===== src/rtl/uart_mmio_pkg.sv =====
// Shared definitions for the UART MMIO bridge: register map, STATUS layout and port FSM states.
// Optional interrupt support in the bridge is enabled with `define UART_MMIO_BRIDGE_IRQ_EN.
package uart_mmio_pkg;
    localparam logic [2:0] REG_DATA   = 3'd0;
    localparam logic [2:0] REG_STATUS = 3'd4;

    localparam int STAT_RX_NONEMPTY = 0;
    localparam int STAT_TX_FULL     = 1;
    localparam int STAT_TX_EMPTY    = 2;
    localparam int STAT_TX_OVF      = 3;
    localparam int STAT_RX_COUNT    = 8;
    localparam int STAT_TX_FREE     = 16;
    localparam int STAT_IE          = 24;

    typedef enum logic [1:0] {
        IDLE = 2'd0,
        TX   = 2'd1,
        RX   = 2'd2
    } port_state_e;

    // Counts wider than an 8-bit STATUS field saturate instead of wrapping.
    function automatic logic [7:0] sat8(input logic [31:0] v);
        logic [7:0] r;
        if (v > 32'd255) begin
            r = 8'hFF;
        end else begin
            r = v[7:0];
        end
        return r;
    endfunction
endpackage


===== src/rtl/uart_mmio_bridge_fifo.sv =====
// Byte FIFO used for both bridge directions; a pop in the same cycle as a push frees the slot first.
module uart_byte_fifo #(
    parameter int DEPTH = 16
) (
    input  logic                     clk,
    input  logic                     resetn,
    input  logic                     push,
    input  logic [7:0]               din,
    input  logic                     pop,
    output logic [7:0]               dout,
    output logic                     full,
    output logic                     empty,
    output logic [$clog2(DEPTH):0]   count
);
    localparam int AW = $clog2(DEPTH);
    localparam logic [AW:0] FULL_CNT = (AW + 1)'(DEPTH);

    logic [7:0]    mem_r [DEPTH];
    logic [AW-1:0] wr_ptr_r;
    logic [AW-1:0] rd_ptr_r;
    logic [AW:0]   count_r;
    logic          do_push_s;
    logic          do_pop_s;

    assign do_pop_s  = pop & (count_r != {(AW + 1){1'b0}});
    assign do_push_s = push & ((count_r != FULL_CNT) | do_pop_s);

    // Storage array; contents are don't-care until the pointers cover them.
    always_ff @(posedge clk) begin
        if (do_push_s) begin
            mem_r[wr_ptr_r] <= din;
        end
    end

    // Pointers and occupancy.
    always_ff @(posedge clk or negedge resetn) begin
        if (!resetn) begin
            wr_ptr_r <= {AW{1'b0}};
            rd_ptr_r <= {AW{1'b0}};
            count_r  <= {(AW + 1){1'b0}};
        end else begin
            if (do_push_s) begin
                wr_ptr_r <= wr_ptr_r + AW'(1);
            end
            if (do_pop_s) begin
                rd_ptr_r <= rd_ptr_r + AW'(1);
            end
            case ({do_push_s, do_pop_s})
                2'b10:   count_r <= count_r + (AW + 1)'(1);
                2'b01:   count_r <= count_r - (AW + 1)'(1);
                default: count_r <= count_r;
            endcase
        end
    end

    assign dout  = mem_r[rd_ptr_r];
    assign full  = (count_r == FULL_CNT);
    assign empty = (count_r == {(AW + 1){1'b0}});
    assign count = count_r;
endmodule


===== src/rtl/uart_mmio_bridge.sv =====
// picorv32 native-bus peripheral that buffers usb_uart traffic in TX/RX FIFOs behind DATA/STATUS registers.
// Define UART_MMIO_BRIDGE_IRQ_EN to add the irq output and the STATUS[25:24] interrupt-enable field.
module uart_mmio_bridge
    import uart_mmio_pkg::*;
#(
    parameter logic [31:0] BASE_ADDR = 32'h0200_0008,
    parameter int          TX_DEPTH  = 16,
    parameter int          RX_DEPTH  = 16
) (
    input  logic        clk,
    input  logic        resetn,
    input  logic        mem_valid,
    input  logic [31:0] mem_addr,
    input  logic [31:0] mem_wdata,
    input  logic [3:0]  mem_wstrb,
    output logic        mem_ready,
    output logic [31:0] mem_rdata,
    output logic        uart_we,
    output logic        uart_re,
    output logic [7:0]  uart_di,
    input  logic [7:0]  uart_do,
    input  logic        uart_wait
`ifdef UART_MMIO_BRIDGE_IRQ_EN
    ,
    output logic        irq
`endif
);
    localparam int TX_CW = $clog2(TX_DEPTH) + 1;
    localparam int RX_CW = $clog2(RX_DEPTH) + 1;

    logic              hit_s, is_status_s, is_write_s;
    logic              cpu_tx_push_s, cpu_rx_pop_s, ovf_set_s, ovf_clr_s;
    logic              port_tx_pop_s, port_rx_push_s;
    logic [7:0]        tx_dout_s, rx_dout_s;
    logic              tx_full_s, tx_empty_s, rx_full_s, rx_empty_s;
    logic [TX_CW-1:0]  tx_count_s;
    logic [RX_CW-1:0]  rx_count_s;
    logic [31:0]       status_s, rdata_nx_s;
    logic              ready_r, ovf_r;
    logic [31:0]       rdata_r;
    port_state_e       state_r, state_nx_s;
    logic              last_rx_r, last_rx_nx_s;
    logic              we_r, we_nx_s, re_r, re_nx_s;
    logic [7:0]        di_r, di_nx_s;
    logic              unused_s;

    assign unused_s = ^{mem_addr[1:0], mem_wdata[31:8]};

    // A hit is blocked while the previous completion pulse is still out.
    assign hit_s         = mem_valid & (mem_addr[31:3] == BASE_ADDR[31:3]) & ~ready_r;
    assign is_status_s   = (mem_addr[2] == REG_STATUS[2]);
    assign is_write_s    = |mem_wstrb;
    assign cpu_tx_push_s = hit_s & ~is_status_s & is_write_s & mem_wstrb[0];
    assign cpu_rx_pop_s  = hit_s & ~is_status_s & ~is_write_s & ~rx_empty_s;
    assign ovf_set_s     = cpu_tx_push_s & tx_full_s & ~port_tx_pop_s;
    assign ovf_clr_s     = hit_s & is_status_s & is_write_s & mem_wdata[STAT_TX_OVF];

    uart_byte_fifo #(.DEPTH(TX_DEPTH)) u_tx_fifo (
        .clk    (clk),
        .resetn (resetn),
        .push   (cpu_tx_push_s),
        .din    (mem_wdata[7:0]),
        .pop    (port_tx_pop_s),
        .dout   (tx_dout_s),
        .full   (tx_full_s),
        .empty  (tx_empty_s),
        .count  (tx_count_s)
    );

    uart_byte_fifo #(.DEPTH(RX_DEPTH)) u_rx_fifo (
        .clk    (clk),
        .resetn (resetn),
        .push   (port_rx_push_s),
        .din    (uart_do),
        .pop    (cpu_rx_pop_s),
        .dout   (rx_dout_s),
        .full   (rx_full_s),
        .empty  (rx_empty_s),
        .count  (rx_count_s)
    );

`ifdef UART_MMIO_BRIDGE_IRQ_EN
    logic [1:0] ie_r;
    logic       irq_r;

    // Interrupt enables and the registered interrupt line.
    always_ff @(posedge clk or negedge resetn) begin
        if (!resetn) begin
            ie_r  <= 2'b00;
            irq_r <= 1'b0;
        end else begin
            if (hit_s && is_status_s && is_write_s) begin
                ie_r <= mem_wdata[STAT_IE +: 2];
            end else begin
                ie_r <= ie_r;
            end
            irq_r <= (~rx_empty_s & ie_r[0]) | (tx_empty_s & ie_r[1]);
        end
    end

    assign irq = irq_r;
`endif

    // STATUS word assembled from live FIFO state.
    always_comb begin
        status_s = 32'h0000_0000;
        status_s[STAT_RX_NONEMPTY]   = ~rx_empty_s;
        status_s[STAT_TX_FULL]       = tx_full_s;
        status_s[STAT_TX_EMPTY]      = tx_empty_s;
        status_s[STAT_TX_OVF]        = ovf_r;
        status_s[STAT_RX_COUNT +: 8] = sat8(32'(rx_count_s));
        status_s[STAT_TX_FREE +: 8]  = sat8(32'(TX_DEPTH) - 32'(tx_count_s));
`ifdef UART_MMIO_BRIDGE_IRQ_EN
        status_s[STAT_IE +: 2]       = ie_r;
`endif
    end

    // Read data for the completion pulse; bit 8 flags a valid received byte.
    always_comb begin
        rdata_nx_s = 32'h0000_0000;
        if (hit_s && !is_write_s) begin
            if (is_status_s) begin
                rdata_nx_s = status_s;
            end else if (!rx_empty_s) begin
                rdata_nx_s = {23'h000000, 1'b1, rx_dout_s};
            end else begin
                rdata_nx_s = 32'h0000_0000;
            end
        end else begin
            rdata_nx_s = 32'h0000_0000;
        end
    end

    // Bus response registers and the sticky overflow flag (set beats clear).
    always_ff @(posedge clk or negedge resetn) begin
        if (!resetn) begin
            ready_r <= 1'b0;
            rdata_r <= 32'h0000_0000;
            ovf_r   <= 1'b0;
        end else begin
            ready_r <= hit_s;
            rdata_r <= rdata_nx_s;
            if (ovf_set_s) begin
                ovf_r <= 1'b1;
            end else if (ovf_clr_s) begin
                ovf_r <= 1'b0;
            end else begin
                ovf_r <= ovf_r;
            end
        end
    end

    // Port FSM: alternates TX and RX service; a stalled RX poll yields to pending TX data.
    always_comb begin
        state_nx_s     = state_r;
        last_rx_nx_s   = last_rx_r;
        we_nx_s        = 1'b0;
        re_nx_s        = 1'b0;
        di_nx_s        = di_r;
        port_tx_pop_s  = 1'b0;
        port_rx_push_s = 1'b0;
        case (state_r)
            IDLE: begin
                if (!tx_empty_s && (last_rx_r || rx_full_s)) begin
                    state_nx_s = TX;
                    we_nx_s    = 1'b1;
                    di_nx_s    = tx_dout_s;
                end else if (!rx_full_s) begin
                    state_nx_s = RX;
                    re_nx_s    = 1'b1;
                end else begin
                    state_nx_s = IDLE;
                end
            end
            TX: begin
                if (uart_wait) begin
                    we_nx_s = 1'b1;
                end else begin
                    port_tx_pop_s = 1'b1;
                    last_rx_nx_s  = 1'b0;
                    state_nx_s    = IDLE;
                end
            end
            RX: begin
                if (!uart_wait) begin
                    port_rx_push_s = 1'b1;
                    last_rx_nx_s   = 1'b1;
                    state_nx_s     = IDLE;
                end else if (!tx_empty_s) begin
                    last_rx_nx_s = 1'b1;
                    state_nx_s   = IDLE;
                end else begin
                    re_nx_s = 1'b1;
                end
            end
            default: begin
                state_nx_s = IDLE;
            end
        endcase
    end

    // Port FSM state and registered usb_uart strobes.
    always_ff @(posedge clk or negedge resetn) begin
        if (!resetn) begin
            state_r   <= IDLE;
            last_rx_r <= 1'b1;
            we_r      <= 1'b0;
            re_r      <= 1'b0;
            di_r      <= 8'h00;
        end else begin
            state_r   <= state_nx_s;
            last_rx_r <= last_rx_nx_s;
            we_r      <= we_nx_s;
            re_r      <= re_nx_s;
            di_r      <= di_nx_s;
        end
    end

    assign mem_ready = ready_r;
    assign mem_rdata = rdata_r;
    assign uart_we   = we_r;
    assign uart_re   = re_r;
    assign uart_di   = di_r;
endmodule


===== config.mk =====
export PLATFORM = sky130hd
export DESIGN_NAME = uart_mmio_bridge
export DESIGN_NICKNAME = d
export VERILOG_FILES = /design/src/rtl/uart_mmio_pkg.sv /design/src/rtl/uart_mmio_bridge_fifo.sv /design/src/rtl/uart_mmio_bridge.sv
export SDC_FILE = /design/constraint.sdc
export NUM_CORES = 1
export LEC_CHECK = 0
export BUFFER_PORTS_ARGS = -buffer_cell sky130_fd_sc_hd__clkbuf_2
export CORE_ASPECT_RATIO = 2
export CORE_MARGIN = 2
export CORE_UTILIZATION = 25
export CTS_BUF_LIST = sky130_fd_sc_hd__clkbuf_4
export DETAILED_ROUTE_END_ITERATION = 10
export GPL_ROUTABILITY_DRIVEN = 0
export SLEW_MARGIN = 20
export SYNTH_ARGS = -nofsm -noshare
export SYNTH_HDL_FRONTEND = slang
export SYNTH_SLANG_ARGS = --single-unit

===== constraint.sdc =====
create_clock -name clk -period 3.25 [get_ports clk]
set_input_delay 0.4875 -clock clk [delete_from_list [all_inputs] [get_ports clk]]
set_output_delay 0.4875 -clock clk [all_outputs]
set_load 0.005 [all_outputs]

=== Yosys cells after proc, flatten, opt, wreduce, memory -nomap -nowiden ===
Memories as Yosys holds them, arrays and structs flattened. A register that Yosys moved wholly into a read port is not among the register bits.
Index checks and enable logic that the tools add are counted.
Widths: inputs -> output; s select.

* Bitwise gates (word level): 23
* Magnitude comparators: 1
* Mux-type cells: 33
* Equality and inequality tests: 13
* Add/subtract/negate cells: 9
* Reduce and logical (&&, ||, !) cells: 19

{| class="wikitable"
|+ Operator list
! kind !! number
|-
| $mux 32 || 2
|-
| $gt 32x8->1 const B || 1
|-
| $eq 29x23->1 const B || 1
|-
| $pmux 5 s2 || 2
|-
| $mux 1 || 18
|-
| $add 4x1->4 const B || 4
|-
| $and 1x1->1 || 16
|-
| $add 5x1->5 const B || 2
|-
| $eq 5x5->1 const B || 2
|-
| $logic_not 5->1 || 2
|-
| $mux 2 || 5
|-
| $ne 5x5->1 const B || 2
|-
| $reduce_bool 5->1 || 2
|-
| $sub 5x1->5 const B || 2
|-
| $mux 9 || 1
|-
| $mux 8 || 1
|-
| $reduce_bool 2->1 || 4
|-
| $eq 2x1->1 const B || 3
|-
| $eq 2x2->1 const B || 3
|-
| $pmux 1 s2 || 3
|-
| $pmux 2 s3 || 1
|-
| $sub 5x5->6 const A || 1
|-
| $not 1->1 || 5
|-
| $reduce_and 2->1 || 2
|-
| other kinds (9) || 13
|}

* Memory bits (writable): 256
* Word-level logic and storage cells: 113
* Output and inout port bits: 43
* Memories kept: 2
* Register bits after elaboration: 65
* Input bits: 80

{| class="wikitable"
|+ Memory list
! memory !! words !! bits a word !! rd ports !! clocked after Yosys merged registers in !! write ports !! line !! text
|-
| u_rx_fifo.mem_r || 16 || 8 || 1 || 0 || 1 || uart_mmio_bridge_fifo.sv:18 || <nowiki>logic [7:0] mem_r [DEPTH];</nowiki>
|-
| u_tx_fifo.mem_r || 16 || 8 || 1 || 1 || 1 || uart_mmio_bridge_fifo.sv:18 ||
|}

=== Longest topological paths before layout ===
* Depth after elaboration: 11
* Depth in mapped cells: 16
* Gate-level depth less buffers: 15

=== By module ===
From an unflattened synthesis, not the netlist that was laid out.

* Cells, all modules: 755
* Area, all modules: 13,103.8 um^2

{| class="wikitable"
|+ By module, submodules not included
! module !! instances !! sequential area each (um^2) !! area each (um^2) !! cells each
|-
| uart_byte_fifo (u_rx_fifo) || 1 || 4,169.0 || 5,860.6 || 327
|-
| uart_byte_fifo (u_tx_fifo) || 1 || 4,169.0 || 5,716.7 || 300
|-
| uart_mmio_bridge || 1 || 852.1 || 1,526.5 || 128
|}

=== Worst setup path after synthesis ===
Ideal clock, no wire load.

* Kind: reg-to-reg
* From: reg u_tx_fifo.count_r[0], in the netlist u_tx_fifo.count[0]
* To: reg u_tx_fifo.count_r[4], in the netlist u_tx_fifo.count[4]
* Data required time: 3.127 ns
* Setup time: 0.123 ns
* Arrival time: 3.396 ns
* Clock period less this slack: 3.518 ns
* Path buffers: 1
* Setup slack: -0.268 ns
* Cell stages (with the launch flop): 17
* Cell sequence: dfrtp_1 > inv_1 > ha_1 > nor3b_1 > ha_1 > nor4b_4 > o21ai_1 > nor4_2 > buf_2 > inv_1 > ha_1 > fa_1 > a21o_1 > a21oi_1 > xor2_1 > nor2_1 > xnor2_1

* Cells in the longest elaborated chain, start to end: 6
* Elaborated cells on any way between the ends: 11
* Those cells by class: add/sub: 2; eq/ne: 3; mux: 1; bitwise: 3; reduce/logical: 2

{| class="wikitable"
|+ RTL lines
! element !! line !! text
|-
| start, declared || uart_mmio_bridge_fifo.sv:21 || <nowiki>logic [AW:0] count_r;</nowiki>
|-
| start signal, assigned || uart_mmio_bridge_fifo.sv:40 || <nowiki>count_r <= {(AW + 1){1'b0}};</nowiki>
|-
| start signal, assigned || uart_mmio_bridge_fifo.sv:49 || <nowiki>2'b10: count_r <= count_r + (AW + 1)'(1);</nowiki>
|-
| start signal, assigned || uart_mmio_bridge_fifo.sv:50 || <nowiki>2'b01: count_r <= count_r - (AW + 1)'(1);</nowiki>
|-
| $reduce_bool 5->1 * || uart_mmio_bridge_fifo.sv:25 || <nowiki>assign do_pop_s = pop & (count_r != {(AW + 1){1'b0}});</nowiki>
|-
| $and 1x1->1 * || uart_mmio_bridge_fifo.sv:25 ||
|-
| net u_tx_fifo.do_pop_s || uart_mmio_bridge_fifo.sv:23 || <nowiki>logic do_pop_s;</nowiki>
|-
| $or 1x1->1 || uart_mmio_bridge_fifo.sv:26 || <nowiki>assign do_push_s = push & ((count_r != FULL_CNT) | do_pop_s);</nowiki>
|-
| $and 1x1->1 || uart_mmio_bridge_fifo.sv:26 ||
|-
| $eq 2x1->1 / $eq 2x2->1 (equally long branches) || uart_mmio_bridge_fifo.sv:48 || <nowiki>case ({do_push_s, do_pop_s})</nowiki>
|-
| $pmux 5 s2 / $reduce_bool 2->1 (equally long branches) || n/a ||
|}

The timed path passes the listed nets; every way through them passes the cells marked *.
A chain may end at the register's enable or synchronous reset.

=== Final worst setup path ===
* From: reg u_tx_fifo.count_r[1], in the netlist u_tx_fifo.count[1]
* To: reg u_tx_fifo.count_r[4], in the netlist u_tx_fifo.count[4]

Same word-level chain as after synthesis.

==> impl_metrics.json <==
{
  "clock_tree_from_tritoncts": "done",
  "drive_gt1_frac": 0.392,
  "synth_top_family_by_area": "multiplexers",
  "synth-seq-area-share": 0.705,
  "yosys.area_share.adder": 0.0232,
  "final.setup_skew_ns": 0.0530,
  "dpl.hpwl_um": 21900,
  "arrival_ns": 3.72,
  "fin_cells": 1647,
  "drc": 0,
  "placed_cells": 1509,
  "timing.critical_path.to_type": "flop",
  "synth.top_cells.by_count": "256 x edfxtp_1, 59 x dfrtp_1, 51 x mux4_2",
  "relSlewSlack": 0.376,
  "post_drt_via_cell_ratio": 4.35,
  "yosysTopAreaCell": "edfxtp_1",
  "grt_setup_unrepaired": "true",
  "hold-worst-slack_ns": 0.129,
  "start_util": 0.252,
  "grt_pass1_vias": 7720,
  "cp_data_required_time_ns": 3.85,
  "netlist.area_leader.share": 0.590,
  "design.die.area_um2": 54100,
  "hp-class": "in2reg",
  "initialDrtViolationCount": 416,
  "synth.mux.area_fraction": 0.134,
  "chipHeight_um": 327,
  "synth_cells": 716,
  "finalMaxSlewViolations": 0,
  "sink_count": 316,
  "vdd_drop_max_mv": 0.328,
  "timing_hold_violations_final": 0,
  "track_usage": 0.117,
  "dr_wl_cell_um": 18.8,
  "crit_start_category": "flop",
  "synth_compound_area_frac": 0.0322,
  "period_needed_ns": 3.11,
  "maxCapViolations": 0,
  "dp_worst_setup_slack_ns": -0.374,
  "first_pass_iters": 4,
  "synth_top_cells_by_area": "edfxtp_1 59%, dfrtp_1 11%, mux4_2 8.8%",
  "fp.dieW_um": 165,
  "wire_length_of_the_first_global_routing_pass_um": 45700,
  "rows": 118,
  "syn_area_um2": 13000,
  "final.setup.worst_slack_ns": 0.136,
  "final_net_count": 1032,
  "synth_area_per_cell_um2": 18.2,
  "yosys_warnings": 0,
  "route.antenna.remaining_nets": 0,
  "crit_fanout": 4,
  "pwr_density_cell_nw_per_um2": 642,
  "clock_input_transition_at_the_sequential_cells_of_the_worst_setup_and_hold_paths_ns": 0.07,
  "clock_insertion_delay_at_the_later_pin_of_the_skew_report_ns": 0.74,
  "tritoncts.num_buffers": 76,
  "status": "finished, final reports clean",
  "async_reset_ff_frac": 0.190,
  "pin_count_of_the_biggest_net_entering_global_routing": 61,
  "via_count": 7162,
  "synth_top_flop_cell": "edfxtp_1",
  "finalCritPeriodShare": 0.958,
  "core_um2": 51700,
  "synth_seq_cells": 316,
  "yosys.cell_count.top_type": "edfxtp_1",
  "setup.worst_path.class": "reg2reg",
  "static-leakage-power_nw": 5.93,
  "flow.area_growth_from_synthesis_pct": 23.0,
  "post-layout-total-power_w": 0.0103,
  "max_clock_freq_mhz": 321,
  "port-buffer-count": 85,
  "root_cell_of_the_clock_tree": "clkbuf_4",
  "clock_h_tree_levels": 3,
  "synth_simple_gate_area_frac": 0.0611,
  "design.portCount": 123,
  "max_slew.worst_pin.slew_ns": 0.936,
  "grt_overflow": 0,
  "sum_of_routed_wire_length_over_all_layers_um": 31000,
  "synth_cell_type_count": 57,
  "antenna_found_initial": 2,
  "clockBufferDepth": 3,
  "count_of_flip_flops_with_a_built_in_enable_after_synthesis": 256,
  "setup_viol": 0,
  "yosys.area_share.xor_xnor": 0.0148
}
==> layout by cell type, fill, tap and decap left out, drive strengths merged, types with 4 or more instances in the layout <==
| master | n |
|---|---|
| ha | 21 |
| nor2 | 21 |
| nor4 | 12 |
| edfxtp | 256 |
| buf | 86 |
| a21oi | 19 |
| mux4 | 60 |
| dfrtp | 59 |
| o21ai | 15 |
| xor2 | 8 |
| conb | 11 |
| inv | 22 |
| mux2i | 11 |
| clkbuf | 193 |
| nor2b | 8 |
| a31oi | 6 |
| mux2 | 22 |
| nand2 | 21 |
| and3 | 34 |
| nand3 | 8 |
| and2 | 9 |
| xnor2 | 14 |
| nand4 | 5 |
| clkinv | 20 |
| a21o | 4 |
| o221ai | 8 |
==> per-layer routing <==
metal | share of wire | track usage | vias up
li1 | - | - | 3300
met1 | 0.34 | 0.114 | 3581
met5 | 0.00042 | 0 | -
met4 | 0.036 | 0.0605 | 2
met2 | 0.58 | 0.225 | 223
met3 | 0.046 | 0.0236 | 56
==> final timing paths <==
| check | from | to | slack, ns | cells after the start |
|---|---|---|---|---|
| max | u_tx_fifo.count[1]$_DFFE_PN0P_ | u_tx_fifo.count[4]$_DFFE_PN0P_ | 0.14 | 15 |
| min in group asynchronous | resetn | uart_di[6]$_DFFE_PN0P_ | 0.41 | 2 |
| max reg2reg | u_tx_fifo.count[1]$_DFFE_PN0P_ | u_tx_fifo.count[4]$_DFFE_PN0P_ | 0.14 | 15 |
| min | mem_addr[2] | ovf_r$_DFFE_PN0P_ | 0.13 | 2 |
| min reg2reg | u_tx_fifo.rd_ptr_r[0]$_DFFE_PN0P_ | u_tx_fifo.rd_ptr_r[0]$_DFFE_PN0P_ | 0.47 | 1 |
| max in group asynchronous | resetn | u_rx_fifo.rd_ptr_r[0]$_DFFE_PN0P_ | 2.16 | 2 |
==> worst max-delay path, cell delays in order (launching register included) <==
cell and delay (ns):
dfrtp_1 0.38, inv_1 0.07, ha_1 0.21, nor3b_1 0.17, ha_2 0.20, nor4b_4 0.26, o21ai_2 0.09, nor4_2 0.32
inv_1 0.08, ha_2 0.21, fa_2 0.35, a21o_1 0.17, a21oi_2 0.14, xor2_1 0.15, nor2_1 0.07, xnor2_1 0.12
==> repair_timing <==
item,CTS,global route
endpoints found under the setup margin,0,2
hold buffers,1,0
endpoints found under the hold margin,59,0
buffers inserted,0,1
resized for setup,0,6
==> state kept, by name, summed over array words and instances, names as in the netlist <==
| name | flops |
|---|---|
| uart_di | 8 |
| mem_rdata | 19 |
| u_tx_fifo.count | 5 |
| state_r | 2 |
| u_tx_fifo.rd_ptr_r | 4 |
| u_rx_fifo.mem_r | 128 |
| u_tx_fifo.mem_r | 128 |
| u_rx_fifo.count | 5 |
| ovf_r | 1 |
| last_rx_r | 1 |
| u_rx_fifo.rd_ptr_r | 4 |
| uart_we | 1 |
| mem_ready | 1 |
| u_rx_fifo.wr_ptr_r | 4 |
| u_tx_fifo.wr_ptr_r | 4 |
| uart_re | 1 |
==> power by group <==
| part | total [W] | leakage (nW) | switching, W | internal, W |
|---|---|---|---|---|
| Sequential | 0.00492 | 3.07 | 0.000316 | 0.00461 |
| Clock | 0.00325 | 0.591 | 0.00154 | 0.00171 |
| Combinational | 0.00211 | 2.28 | 0.00105 | 0.00106 |
| Total | 0.0103 | 5.93 | 0.00290 | 0.00738 |
==> layout make-up <==
type                    count  area, um2
fillers                  5166      35700
clock inverters            26        166
repair buffers            171       1410
flip-flops and latches    316       9190
inverters                  19       71.3
multi-input cells         345       3530
diodes                      1       2.50
clock buffers             109        818
well taps                 660        826
==> per-stage QoR <==
stage | TNS (ns) | util | instance area, um2
after global placement | -1.16 | 0.290 | 15000
after CTS | 0 | 0.309 | 16000
after detailed placement | -1.31 | 0.290 | 15000
final | 0 | 0.310 | 16000
after floorplan | -0.206 | - | 13100
after global routing | -0.102 | 0.310 | 16000
==> cell families after synthesis <==
family                   after synthesis
other                                  1
flip-flops                           316
adder cells (fa/ha/maj)               23
buffers and inverters                 65
multiplexers                          93
AND/OR/NAND/NOR                      130
AO/OA/AOI/OAI                         66
XOR/XNOR                              22
No activity file was read; power rests on OpenSTA's default activity.
